===== src/rtl/video_cfg_pkg.sv =====
// -----------------------------------------------------------------------------
// video_cfg_pkg
// Shared types and constants for the video/audio configuration controller:
//   - parser_state_e : OSD byte-stream parser states
//   - OP_*           : opcode bytes
//   - ADDR_*         : register addresses within a WRITE transaction
//   - video_cfg_t    : one full set of output settings (shadow or active)
// -----------------------------------------------------------------------------
package video_cfg_pkg;

  typedef enum logic [2:0] {
    ST_IDLE,
    ST_CMD,
    ST_ADDR,
    ST_DATA,
    ST_SKIP
  } parser_state_e;

  localparam logic [7:0] OP_WRITE  = 8'h01;
  localparam logic [7:0] OP_COMMIT = 8'h02;

  localparam logic [7:0] ADDR_SCANLINES = 8'd0;
  localparam logic [7:0] ADDR_VOLUME    = 8'd1;
  localparam logic [7:0] ADDR_WIDE      = 8'd2;

  typedef struct packed {
    logic [1:0] scanlines;
    logic [1:0] volume;
    logic       wide;
  } video_cfg_t;

endpackage


===== src/rtl/video_cfg_ctrl_if.sv =====
// -----------------------------------------------------------------------------
// video_cfg_ctrl_if
// Bundles the MCU OSD byte stream, the source vsync and the configuration
// outputs of video_cfg_ctrl.
//   master : MCU / video-source side (drives bytes and vs_n, reads settings)
//   slave  : the controller (reads bytes and vs_n, drives settings)
// -----------------------------------------------------------------------------
interface video_cfg_ctrl_if;

  logic       mcu_start;
  logic       mcu_strobe;
  logic [7:0] mcu_data;
  logic       vs_n;
  logic [1:0] system_scanlines;
  logic [1:0] system_volume;
  logic       system_wide_screen;
  logic       pending;
  logic       cmd_error;

  modport master (
    output mcu_start, mcu_strobe, mcu_data, vs_n,
    input  system_scanlines, system_volume, system_wide_screen, pending, cmd_error
  );

  modport slave (
    input  mcu_start, mcu_strobe, mcu_data, vs_n,
    output system_scanlines, system_volume, system_wide_screen, pending, cmd_error
  );

endinterface


===== src/rtl/video_cfg_parser.sv =====
// -----------------------------------------------------------------------------
// video_cfg_parser
// Decodes the MCU OSD byte stream into register-write and commit strobes.
// A transaction is: start pulse, opcode byte, then for WRITE any number of
// (address, value) byte pairs.
// Ports:
//   clk, reset      : clock, asynchronous active-high reset
//   start_i         : transaction start pulse (may coincide with strobe_i)
//   strobe_i/data_i : byte strobe and byte
//   wr_en_o         : one-cycle shadow write request (address is in range)
//   wr_addr_o       : register address for wr_en_o
//   wr_val_o        : value bits for wr_en_o
//   commit_o        : one-cycle COMMIT_NOW request
//   cmd_error_o     : sticky error, cleared by the next start_i
// -----------------------------------------------------------------------------
module video_cfg_parser
  import video_cfg_pkg::*;
(
  input  logic       clk,
  input  logic       reset,
  input  logic       start_i,
  input  logic       strobe_i,
  input  logic [7:0] data_i,
  output logic       wr_en_o,
  output logic [7:0] wr_addr_o,
  output logic [1:0] wr_val_o,
  output logic       commit_o,
  output logic       cmd_error_o
);

  parser_state_e state_q, state_d;
  logic [7:0]    addr_q, addr_d;
  logic          err_q, err_d;

  // NOTE: state registers use non-blocking assignments so every flop samples
  // the pre-edge values regardless of process ordering.
  always_ff @(posedge clk or posedge reset) begin
    if (reset) begin
      state_q <= ST_IDLE;
      addr_q  <= '0;
      err_q   <= 1'b0;
    end else begin
      state_q <= state_d;
      addr_q  <= addr_d;
      err_q   <= err_d;
    end
  end

  // NOTE: every output of this block gets a default first, so no path can
  // leave a signal unassigned and infer a latch.
  always_comb begin
    state_d  = state_q;
    addr_d   = addr_q;
    err_d    = err_q;
    wr_en_o  = 1'b0;
    commit_o = 1'b0;

    if (start_i) begin
      state_d = ST_CMD;
      err_d   = 1'b0;
    end

    if (strobe_i && (start_i || state_q == ST_CMD)) begin
      // A byte arriving with the start pulse is already the opcode.
      case (data_i)
        OP_WRITE:  state_d = ST_ADDR;
        OP_COMMIT: begin
          commit_o = 1'b1;
          state_d  = ST_IDLE;
        end
        default: begin
          state_d = ST_SKIP;
          err_d   = 1'b1;
        end
      endcase
    end else if (strobe_i && !start_i) begin
      case (state_q)
        ST_ADDR: begin
          addr_d  = data_i;
          state_d = ST_DATA;
        end
        ST_DATA: begin
          // Out-of-range addresses drop the value but stay in the pair loop.
          state_d = ST_ADDR;
          if (addr_q <= ADDR_WIDE) wr_en_o = 1'b1;
          else                     err_d   = 1'b1;
        end
        default: ;
      endcase
    end
  end

  assign wr_addr_o   = addr_q;
  assign wr_val_o    = data_i[1:0];
  assign cmd_error_o = err_q;

endmodule


===== src/rtl/video_cfg_ctrl.sv =====
// -----------------------------------------------------------------------------
// video_cfg_ctrl
// OSD-command configuration controller for scanlines, HDMI wide-screen and
// audio volume. Writes land in shadow registers; with VIDEO_CFG_VSYNC_COMMIT_EN
// defined they reach the outputs only at a vsync falling edge or on
// COMMIT_NOW, so a change never tears a frame. Without the macro, writes go
// straight to the outputs, pending is 0 and vs_n is ignored.
// Ports:
//   clk, reset : 32 MHz clock, asynchronous active-high reset
//   cfg        : slave side of video_cfg_ctrl_if (MCU bytes, vs_n, settings,
//                pending, cmd_error)
// -----------------------------------------------------------------------------
module video_cfg_ctrl
  import video_cfg_pkg::*;
#(
  parameter logic [1:0] SCANLINES_RST = 2'd0,
  parameter logic [1:0] VOLUME_RST    = 2'd3,
  parameter logic       WIDE_RST      = 1'b0
) (
  input  logic            clk,
  input  logic            reset,
  video_cfg_ctrl_if.slave cfg
);

  localparam video_cfg_t CFG_RST = '{scanlines: SCANLINES_RST,
                                     volume:    VOLUME_RST,
                                     wide:      WIDE_RST};

  logic       wr_en;
  logic [7:0] wr_addr;
  logic [1:0] wr_val;
  logic       commit_now;
  video_cfg_t shadow_q, shadow_d;
  video_cfg_t active;

  video_cfg_parser u_parser (
    .clk         (clk),
    .reset       (reset),
    .start_i     (cfg.mcu_start),
    .strobe_i    (cfg.mcu_strobe),
    .data_i      (cfg.mcu_data),
    .wr_en_o     (wr_en),
    .wr_addr_o   (wr_addr),
    .wr_val_o    (wr_val),
    .commit_o    (commit_now),
    .cmd_error_o (cfg.cmd_error)
  );

  always_comb begin
    shadow_d = shadow_q;
    if (wr_en) begin
      case (wr_addr)
        ADDR_SCANLINES: shadow_d.scanlines = wr_val;
        ADDR_VOLUME:    shadow_d.volume    = wr_val;
        ADDR_WIDE:      shadow_d.wide      = wr_val[0];
        default: ;
      endcase
    end
  end

  always_ff @(posedge clk or posedge reset) begin
    if (reset) shadow_q <= CFG_RST;
    else       shadow_q <= shadow_d;
  end

`ifdef VIDEO_CFG_VSYNC_COMMIT_EN
  logic       vs_smp_q, vs_hist_q;
  logic       vs_fall, do_commit;
  logic       pending_q, pending_d;
  video_cfg_t active_q, active_d;

  // vs_n is registered once, then edge-detected against its previous sample.
  assign vs_fall   = vs_hist_q & ~vs_smp_q;
  assign do_commit = commit_now | (vs_fall & (pending_q | wr_en));

  // Committing from shadow_d forwards a same-cycle write to the outputs.
  always_comb begin
    active_d  = active_q;
    pending_d = pending_q;
    if (wr_en) pending_d = 1'b1;
    if (do_commit) begin
      active_d  = shadow_d;
      pending_d = 1'b0;
    end
  end

  always_ff @(posedge clk or posedge reset) begin
    if (reset) begin
      vs_smp_q  <= 1'b1;
      vs_hist_q <= 1'b1;
      pending_q <= 1'b0;
      active_q  <= CFG_RST;
    end else begin
      vs_smp_q  <= cfg.vs_n;
      vs_hist_q <= vs_smp_q;
      pending_q <= pending_d;
      active_q  <= active_d;
    end
  end

  assign active      = active_q;
  assign cfg.pending = pending_q;
`else
  // Shadow registers drive the outputs directly; COMMIT_NOW has no effect.
  logic unused_commit_inputs;
  assign unused_commit_inputs = cfg.vs_n ^ commit_now;

  assign active      = shadow_q;
  assign cfg.pending = 1'b0;
`endif

  assign cfg.system_scanlines   = active.scanlines;
  assign cfg.system_volume      = active.volume;
  assign cfg.system_wide_screen = active.wide;

endmodule

===== src/flat_wrapper.sv =====
// flat-port wrapper written by rule: the top's interface ports become plain ports
module video_cfg_ctrl_flat import video_cfg_pkg::*;
#(
  parameter logic [1:0] SCANLINES_RST = 2'd0,
  parameter logic [1:0] VOLUME_RST    = 2'd3,
  parameter logic       WIDE_RST      = 1'b0
)
  (clk, reset, cfg_mcu_start, cfg_mcu_strobe, cfg_mcu_data, cfg_vs_n, cfg_system_scanlines, cfg_system_volume, cfg_system_wide_screen, cfg_pending, cfg_cmd_error);
  video_cfg_ctrl_if cfg_i ();
  input  logic clk;
  input  logic reset;
  input wire logic [$bits(cfg_i.mcu_start)-1:0] cfg_mcu_start;
  input wire logic [$bits(cfg_i.mcu_strobe)-1:0] cfg_mcu_strobe;
  input wire logic [$bits(cfg_i.mcu_data)-1:0] cfg_mcu_data;
  input wire logic [$bits(cfg_i.vs_n)-1:0] cfg_vs_n;
  output wire logic [$bits(cfg_i.system_scanlines)-1:0] cfg_system_scanlines;
  output wire logic [$bits(cfg_i.system_volume)-1:0] cfg_system_volume;
  output wire logic [$bits(cfg_i.system_wide_screen)-1:0] cfg_system_wide_screen;
  output wire logic [$bits(cfg_i.pending)-1:0] cfg_pending;
  output wire logic [$bits(cfg_i.cmd_error)-1:0] cfg_cmd_error;
  assign cfg_i.mcu_start = cfg_mcu_start;
  assign cfg_i.mcu_strobe = cfg_mcu_strobe;
  assign cfg_i.mcu_data = cfg_mcu_data;
  assign cfg_i.vs_n = cfg_vs_n;
  assign cfg_system_scanlines = cfg_i.system_scanlines;
  assign cfg_system_volume = cfg_i.system_volume;
  assign cfg_system_wide_screen = cfg_i.system_wide_screen;
  assign cfg_pending = cfg_i.pending;
  assign cfg_cmd_error = cfg_i.cmd_error;
  video_cfg_ctrl #(.SCANLINES_RST(SCANLINES_RST), .VOLUME_RST(VOLUME_RST), .WIDE_RST(WIDE_RST)) u_core (.clk(clk), .reset(reset), .cfg(cfg_i));
endmodule

===== config.mk =====
export PLATFORM = sky130hd
export DESIGN_NAME = video_cfg_ctrl_flat
export DESIGN_NICKNAME = d
export VERILOG_FILES = /design/src/rtl/video_cfg_pkg.sv /design/src/rtl/video_cfg_ctrl_if.sv /design/src/rtl/video_cfg_parser.sv /design/src/rtl/video_cfg_ctrl.sv /design/src/flat_wrapper.sv
export SDC_FILE = /design/constraint.sdc
export NUM_CORES = 1
export LEC_CHECK = 0
export BUFFER_PORTS_ARGS = -buffer_cell sky130_fd_sc_hd__buf_2
export CORE_MARGIN = 2
export CORE_UTILIZATION = 40
export CTS_CLUSTER_SIZE = 30
export DETAILED_ROUTE_END_ITERATION = 7
export SLEW_MARGIN = 20
export SYNTH_ARGS = -nofsm -noshare
export SYNTH_HDL_FRONTEND = slang
export SYNTH_SLANG_ARGS = --single-unit

===== constraint.sdc =====
create_clock -name clk -period 1.72 [get_ports clk]
set_input_delay 0.258 -clock clk [delete_from_list [all_inputs] [get_ports clk]]
set_output_delay 0.258 -clock clk [all_outputs]
set_load 0.1 [all_outputs]

==> results of run 1 <==
==> stage by stage <==
stage	power, mW	cell area, µm²	util [%]	worst slack, ns
finish	0.766	962	49.5	0.209
detailed placement	0.562	935	48.1	0.323
floorplan	0.527	823	-	0.457
global placement	0.558	935	48.1	0.352
CTS	0.774	962	49.5	0.194
global route	0.802	962	49.5	0.164
==> cell type report <==
cell class                      instances  area (µm²)
Clock buffer                            3        22.5
Clock inverter                          1        5.00
Fill cell                             188         980
Inverter                                3        11.3
Multi-Input combinational cell         42         377
Sequential cell                        17         428
Tap cell                               27        33.8
Timing Repair Buffer                   17        85.1
==> registers in the layout, summed over array words and instances (netlist names) <==
name and cells:
u_core.cfg.system_wide_screen 1, u_core.u_parser.cmd_error_o 1, u_core.u_parser.state_q 3, u_core.cfg.system_volume 2, u_core.cfg.system_scanlines 2, u_core.u_parser.wr_addr_o 8
==> worst paths after layout <==
check / endpoint / slack, ns / cells after the start
setup / recovery: cfg_system_volume[1] / 0.21 / 1
hold / removal: u_core.u_parser.wr_addr_o[6] / 0.04 / 2
setup reg to reg: u_core.cfg.system_scanlines[0] / 0.33 / 3
hold reg to reg: u_core.cfg.system_wide_screen / 0.51 / 1
max in group asynchronous: u_core.cfg.system_wide_screen / 1.28 / 2
min in group clk: u_core.u_parser.wr_addr_o[3] / 0.21 / 2
==> Yosys cell counts, types with 2 or more instances <==
cell	n	area [µm²]
and4b_1	2	20.0
nor2_1	2	7.51
nand3_1	2	10.0
dfrtp_1	15	375
nand4_1	3	18.8
dfstp_2	2	52.6
inv_1	3	11.3
and3_1	2	12.5
o21ai_0	2	10.0
mux2_2	13	146
nand2_1	2	7.51
==> power groups by stage <==
stage	clock [mW]	sequential [mW]	combinational [mW]
floorplan	0	0.466	0.0605
finish	0.212	0.434	0.120
global route	0.235	0.436	0.131
detailed placement	0	0.441	0.121
global placement	0	0.440	0.119
CTS	0.220	0.434	0.121
==> cell families after synthesis <==
family | synth area share (%)
compound gates | 3.95
xor+xnor | 1.06
buf+inv | 2.28
flops | 52.0
mux | 17.8
other cells | 0.455
simple gates | 22.5
==> metal layers <==
layer | global-route usage [%] | up-vias | part of all wire (%)
met4 | 10.0 | 0 | 1.6
met5 | 0 | - | 0
met2 | 20.7 | 19 | 47
li1 | - | 274 | -
met1 | 19.5 | 272 | 46
met3 | 2.15 | 2 | 5.1
==> impl_metrics.tcl, run 1 <==
set metrics [dict create \
    n_antenna_cell 0 \
    finClkSkew_ns 0.000496 \
    arrival_ns 1.25 \
    period_share_pct 87.8 \
    pwr-share-clk_pct 27.6 \
    fp.dieW_um 49.4 \
    p_sw_mw 0.221 \
    h-tree-depth 1 \
    dp_cells 106 \
    place_congestion 0.709 \
    route.final.wire_length_mm 1.46 \
    io_buffers 17 \
    root_buffer "clkbuf_4" \
    endpoint_kind "output pin" \
    combPwrFrac_pct 15.7 \
    antenna_left 0 \
    final_nets 97 \
    worstHoldPathType "in2async" \
    crit_buf_inv 1 \
    firstDrtPassIters 4 \
    rows 16 \
    whs_ns 0.0352 \
    syn_to_final_growth_pct 16.9 \
    tightest_slew_ns 0.636 \
    timing.rr.start "u_core.u_parser.wr_addr_o[2]" \
    ios 20 \
    ys.flop_type "dfrtp_1" \
    setup_violations 0 \
    grt_pass1_vias 564 \
    critPathTopFamily "flip-flops" \
    cts_hold_buf 0 \
    clock_latency_ns 0.29 \
    fin_crit_ns 1.51 \
    initial_core_util_pct 42.4 \
    cts.sinks 17 \
    synth-edff-count 0 \
    p_per_area_nw_per_um2 796 \
    cpMaxStageDelayCell "dfstp_2" \
    netlist_area_um2 823 \
    drc 0 \
    antenna_found_initial 0 \
    tritoncts "built" \
    syn_nets 76 \
    maxCapViolCount 0 \
    gr-total-overflow 0 \
    critical_path.startpoint "u_core.cfg.system_volume[1]" \
    ir_worst_vdd_uv 499 \
    clk_pin_slew_ns 0.10 \
    synth-seq-area-share_pct 52.0 \
    cts_inserted_buffers 3 \
    vias 567 \
    finalSetupTns_ns 0 \
    drv_slew 0 \
    cts_max_path_buffers 2 \
    via_per_inst 5.15 \
    track_usage_pct 14.3 \
    coreArea_um2 1940 \
    die_y_um 49.4 \
    avgRoutedWirePerCell_um 13.3 \
    max_freq_ghz 0.662 \
    rsz0062_at_grt "no" \
    hold_viol_final 0 \
    drive_above_1_share_pct 47.0 \
    ys_ff_latch 17 \
    path_max_fanout 2 \
    slew_headroom_pct 57.5 \
    power_frac_seq_pct 56.6 \
    postCtsSetupBuffers 0 \
    fin_cells 110 \
    async_flop_share_pct 100 \
    dieArea_um2 2440 \
    synthDistinctLibCells 26 \
    crit_path_start_kind "register" \
    path_cells "buf_2" \
    grt_pass1_wl_mm 2.57 \
    dp_hpwl_mm 1.11 \
    status "finished, final reports clean" \
    cts-resized-gates 0 \
    swShare_pct 28.9 \
    ys.warnings.count 0 \
    final_common_cell "buf_2" \
    max_stage_delay_ns 0.54 \
    crit_type "reg2out" \
    final_cell_mix "buf_2 (17), dfrtp_1 (15), mux2_2 (13)" \
    drt_iter0_markers 10 \
    syn_avg_cell_area_um2 13.1 \
    p_leak_nw 0.512 \
    syn-instance-count 63 \
    cellInternalPower_mw 0.544 \
    grt_max_degree 18 \
    critPathRequiredTime_ns 1.46 \
]
Power figures use the tool's default switching activity.
==> inputs of run 2 (changes only) <==
--- a/config.mk
+++ b/config.mk
@@ -5,7 +5,9 @@
 export SDC_FILE = /design/constraint.sdc
 export NUM_CORES = 1
 export LEC_CHECK = 0
+export ABC_AREA = 1
 export BUFFER_PORTS_ARGS = -buffer_cell sky130_fd_sc_hd__buf_2
+export CORE_ASPECT_RATIO = 0.6
 export CORE_MARGIN = 2
 export CORE_UTILIZATION = 40
 export CTS_CLUSTER_SIZE = 30
==> run 2 against run 1 <==
Against the previous run:
- global-route usage is 1.1 points higher
- power rose by 7.1%
- sequential cell count did not move
- hold slack gained 0.047 ns
- design area rose by 15%
- clock skew rose by 0.00092 ns
- synthesized cell count up 100%
- via count is 38% higher
- utilization rose by 0.39 points
- register-to-register slack better by 0.04 ns
- largest cell class unchanged
==> impl_metrics.tcl, run 2 <==
set metrics [dict create \
    status "finished, final reports clean" \
    max_stage_delay_ns 0.53 \
    finalSetupTns_ns 0 \
    firstDrtPassIters 3 \
    initial_core_util_pct 43.2 \
    swShare_pct 26.9 \
    dp_worst_setup_slack_ns 0.378 \
    cts_inserted_buffers 3 \
    via_per_inst 4.44 \
    arrival_ns 1.20 \
    rows 13 \
    drv_slew 0 \
    whs_ns 0.0827 \
    worstHoldPathType "in2async" \
    combPwrFrac_pct 12.8 \
    synth-edff-count 0 \
    ys.warnings.count 0 \
    gr-total-overflow 0 \
    synth_top_cell_area_share_pct 39.3 \
    yosys-top-cells-count "nand2_1 (34), inv_1 (28), dfrtp_1 (15)" \
    ios 20 \
    p_sw_mw 0.221 \
    setup_violations 0 \
    setup_ws_ns 0.267 \
    cpMaxStageDelayCell "dfstp_2" \
    syn_avg_cell_area_um2 7.53 \
    dieArea_um2 2810 \
    ys.flop_type "dfrtp_1" \
    avgRoutedWirePerCell_um 9.98 \
    fin_crit_ns 1.45 \
    h-tree-depth 1 \
    fp.dieW_um 67.1 \
    maxCapViolCount 0 \
    synth-seq-area-share_pct 44.8 \
    route.final.wire_length_mm 1.76 \
    postCtsSetupBuffers 0 \
    vias 781 \
    io_buffers 17 \
    root_buffer "clkbuf_8" \
    tightest_slew_ns 0.645 \
    synthDistinctLibCells 19 \
    netlist_area_um2 956 \
    place_congestion 0.811 \
    track_usage_pct 15.4 \
    crit_type "reg2out" \
    grt_pass1_wl_mm 3.15 \
    final_cell_mix "nand2_1 (34), inv_1 (28), buf_2 (17)" \
    dp_cells 172 \
    clock_latency_ns 0.25 \
    slew_headroom_pct 57.0 \
    dp_hpwl_mm 1.38 \
    cts-resized-gates 0 \
    crit_buf_inv 1 \
    drive_above_1_share_pct 28.1 \
    critPathRequiredTime_ns 1.46 \
    cellInternalPower_mw 0.599 \
    drt_iter0_markers 32 \
    period_share_pct 84.5 \
    clk_pin_slew_ns 0.06 \
    syn_to_final_growth_pct 15.6 \
    antenna_found_initial 0 \
    path_max_fanout 2 \
    ir_worst_vdd_uv 619 \
    cts_max_path_buffers 2 \
    final_nets 160 \
    syn_nets 140 \
    syn-instance-count 127 \
    grt_pass1_vias 713 \
    crit_path_start_kind "register" \
    final_util_pct 49.9 \
    async_flop_share_pct 100 \
    drc 0 \
    path_cells "buf_2" \
    max_freq_ghz 0.688 \
    p_per_area_nw_per_um2 742 \
    hold_viol_final 0 \
    pwr-share-clk_pct 36.3 \
    grt_max_degree 18 \
    n_antenna_cell 0 \
    cts_hold_buf 0 \
    power_frac_seq_pct 50.9 \
    critPathTopFamily "flip-flops" \
    cts.sinks 17 \
    synthTopCellsByArea "dfrtp_1 (39%), nand2_1 (13%), inv_1 (11%), o21ai_2 (7.3%), dfstp_2 (5.5%)" \
    placement.cell_area_um2 1060 \
    antenna_left 0 \
    rsz0062_at_grt "no" \
    coreArea_um2 2210 \
    finalPower_mw 0.820 \
    fin_area_um2 1100 \
    tritoncts "built" \
    synth.largest_area_cell "dfrtp_1" \
    synth_most_common_cell "nand2_1" \
    die_y_um 41.9 \
    finClkSkew_ns 0.00141 \
    largest_reg_flops 8 \
    fin_cells 176 \
    endpoint_kind "output pin" \
    nFillCells 236 \
    p_leak_nw 0.613 \
    ys_ff_latch 17 \
    final_common_cell "nand2_1" \
]
run 2: cell count changes in the layout (fill, tap and decap cells not counted), moves of 4 or more:
cell and change:
nand2_1 +32, inv_1 +25, mux2_2 -13, nor2_1 +11, o21ai_2 +8, nand3_1 +5
nand2_2 +4, nor2_2 +4
run 2: metal layers:
layer / up-vias / global-route usage (%) / share of wire, %
li1: 414 / - / -
met1: 350 / 21.4 / 51
met2: 13 / 21.8 / 42
met3: 4 / 7.05 / 5.2
met4: 0 / 3.67 / 1.1
met5: - / 0 / 0
run 2: cell type report:
class / count / area (µm²) / area share [%]
inverters: 29 / 109 / 9.85
multi-input cells: 79 / 400 / 36.2
flip-flops and latches: 17 / 428 / 38.7
well taps: 30 / 37.5 / 3.40
repair buffers: 17 / 85.1 / 7.70
clock buffers: 4 / 45.0 / 4.08
run 2: kinds of logic (layout without fill, tap and decap cells):
| group | Yosys count | in the layout | share of synthesized area [%] |
|---|---|---|---|
| and+or+nand+nor | 65 | 65 | 31.2 |
| buffers and inverters | 31 | 50 | 13.4 |
| DFF | 17 | 17 | 44.8 |
| AOI/OAI and AO/OA | 12 | 12 | 9.42 |
| other | 1 | 1 | 0.392 |
| xor gates and xnor gates | 1 | 1 | 0.916 |
run 2: power groups by stage:
stage	Combinational, mW	Sequential [mW]	Clock [mW]
3_5_place_dp	0.106	0.424	0
6_report	0.105	0.418	0.297
3_3_place_gp	0.105	0.424	0
2_1_floorplan	0.0552	0.446	0
5_1_grt	0.118	0.418	0.330
4_1_cts	0.107	0.417	0.306
run 2: worst paths after layout:
path	from	to	slack (ns)	cells after the start
max	u_core.cfg.system_volume[0]	cfg_system_volume[0]	0.27	1
min	reset	u_core.u_parser.state_q[2]	0.08	2
max reg2reg	u_core.u_parser.state_q[0]	u_core.u_parser.wr_addr_o[4]	0.37	4
min reg2reg	u_core.u_parser.wr_addr_o[7]	u_core.u_parser.wr_addr_o[7]	0.49	2
max in group asynchronous	reset	u_core.u_parser.wr_addr_o[2]	1.22	2
min in group clk	cfg_mcu_data[6]	u_core.u_parser.wr_addr_o[6]	0.26	3
==> inputs of run 3 (changes only) <==
==> constraint.sdc (replaced) <==
create_clock -name clk -period 1.2 [get_ports clk]
set_input_delay 0.18 -clock clk [delete_from_list [all_inputs] [get_ports clk]]
set_output_delay 0.18 -clock clk [all_outputs]
set_load 0.1 [all_outputs]
==> run 3 against run 2 <==
Against the previous run:
- clock-buffer cell count unchanged
- sequential share of layout area down 4.9 points
- first-iteration DRC count down 28%
- largest cell class unchanged
- cell count up 2.3%
- register-to-register slack worse by 0.32 ns
- clock power up 46%
- highest routed layer unchanged
- non-clock buffer count up 4
==> impl_metrics.tcl, run 3 (synthesized netlist as in run 2, its figures left out) <==
set metrics [dict create \
    final_nets 164 \
    grt_pass1_vias 755 \
    path_cells "buf_12" \
    whs_ns 0.172 \
    drc 0 \
    grt_pass1_wl_mm 3.41 \
    fin_cells 180 \
    vias 779 \
    cp.depth 1 \
    tritoncts "built" \
    grtUsageMet2_pct 25.0 \
    cts.sinks 17 \
    dp_hpwl_mm 1.54 \
    status "finished, final reports clean" \
    fp.dieW_um 67.1 \
    largest_reg_flops 8 \
    track_usage_pct 16.7 \
    gr-total-overflow 0 \
    fin_crit_ns 1.17 \
    finalPower_mw 1.22 \
    crit_path_start_kind "register" \
    drv_slew 0 \
    ir_worst_vdd_uv 859 \
    antenna_found_initial 0 \
    timing.rr.start "u_core.u_parser.wr_addr_o[2]" \
    critPathTopFamily "flip-flops" \
    avgRoutedWirePerCell_um 11.0 \
    dieArea_um2 2810 \
    crit_buf_inv 1 \
    rows 13 \
    via_per_inst 4.33 \
    r2r-end "u_core.cfg.system_scanlines[1]" \
    antenna_left 0 \
    io_buffers 17 \
    route.final.wire_length_mm 1.97 \
    clock_latency_ns 0.25 \
    pwr-share-clk_pct 35.7 \
    r2r_cells 6 \
    h-tree-depth 1 \
    finClkSkew_ns 0.00338 \
    grt_busiest_layer "met2" \
    syn_to_final_growth_pct 33.8 \
    arrival_ns 0.99 \
    max_freq_ghz 0.857 \
    drt_iter0_markers 23 \
    whs_path_depth 3 \
    setup_violations 0 \
    dp_cells 175 \
    cts_inserted_buffers 3 \
    power_frac_seq_pct 49.5 \
    die_y_um 41.9 \
    grt_max_degree 17 \
    crit_type "reg2out" \
    period_share_pct 97.3 \
    coreArea_um2 2210 \
    maxCapViolCount 0 \
    critical_path.startpoint "u_core.cfg.system_volume[1]" \
    cellInternalPower_mw 0.882 \
    path_max_fanout 2 \
    n_antenna_cell 0 \
    endpoint_kind "output pin" \
    p_leak_nw 0.687 \
    endpoint "cfg_system_volume[1]" \
    met3_usage_pct 5.69 \
    final_common_cell "nand2_1" \
    firstDrtPassIters 4 \
    cpMaxStageDelayCell "dfstp_2" \
    combPwrFrac_pct 14.8 \
    worstHoldPathType "in2reg" \
    clk_pin_slew_ns 0.07 \
    critPathRequiredTime_ns 1.02 \
    final_util_pct 57.8 \
    root_buffer "clkbuf_8" \
    ios 20 \
    drive_above_1_share_pct 35.3 \
    grtUsageMet1_pct 22.8 \
    p_sw_mw 0.334 \
    place_congestion 0.793 \
    hold_viol_final 0 \
    final_cell_mix "nand2_1 (34), inv_1 (27), nor2_1 (11), buf_2 (11), dfrtp_1 (11)" \
    cts_max_path_buffers 2 \
    max_stage_delay_ns 0.56 \
    p_per_area_nw_per_um2 951 \
    rsz0062_at_grt "yes" \
    r2r_slack_ns 0.05 \
    swShare_pct 27.4 \
    initial_core_util_pct 43.2 \
]
run 3: power by group through the flow:
stage / Sequential (mW) / Clock [mW] / Combinational, mW
floorplan: 0.640 / 0 / 0.0792
global placement: 0.610 / 0 / 0.168
detailed placement: 0.610 / 0 / 0.171
CTS: 0.600 / 0.451 / 0.175
global route: 0.604 / 0.470 / 0.195
finish: 0.602 / 0.434 / 0.180
run 3: how the worst min path moves through the flow:
stage / startpoint / endpoint / slack, ns
finish: cfg_mcu_data[6] / u_core.u_parser.wr_addr_o[6] / 0.17
detailed placement: reset / u_core.u_parser.state_q[2] / 0.19
global route: cfg_mcu_data[7] / u_core.u_parser.wr_addr_o[7] / 0.17
floorplan: reset / u_core.u_parser.cmd_error_o / 0.10
CTS: cfg_mcu_data[6] / u_core.u_parser.wr_addr_o[6] / 0.17
global placement: reset / u_core.u_parser.state_q[2] / 0.18
run 3: cell type report:
class                      count  area [µm²]
clock buffer                   4        45.0
fill                         210         933
inverter                      29         109
multi-input combinational     79         430
sequential                    17         433
tap                           30        37.5
timing repair buffer          21         224
run 3: per-layer routing:
layer  part of all wire, %  wire [µm]
met1                    51        997
met3                   4.8         94
met2                    44        859
met4                   1.1         22
met5                     0          0
run 3: metrics by stage:
stage	cell area, µm²	worst slack, ns	setup TNS, ns
final	1280	0.0328	0
after global routing	1280	-0.0276	-0.0573
after CTS	1250	0.0195	0
after detailed placement	1190	0.0161	0
after global placement	1190	0.0479	0
after floorplan	960	0.0248	0
run 3: what timing repair did:
action	in CTS	in global routing
hold buffers	1	0
pin swaps	0	5
setup endpoints to repair	1	6
endpoints found under the hold margin	7	0
resized for setup	1	9
cloned	0	0
buffers inserted	0	0
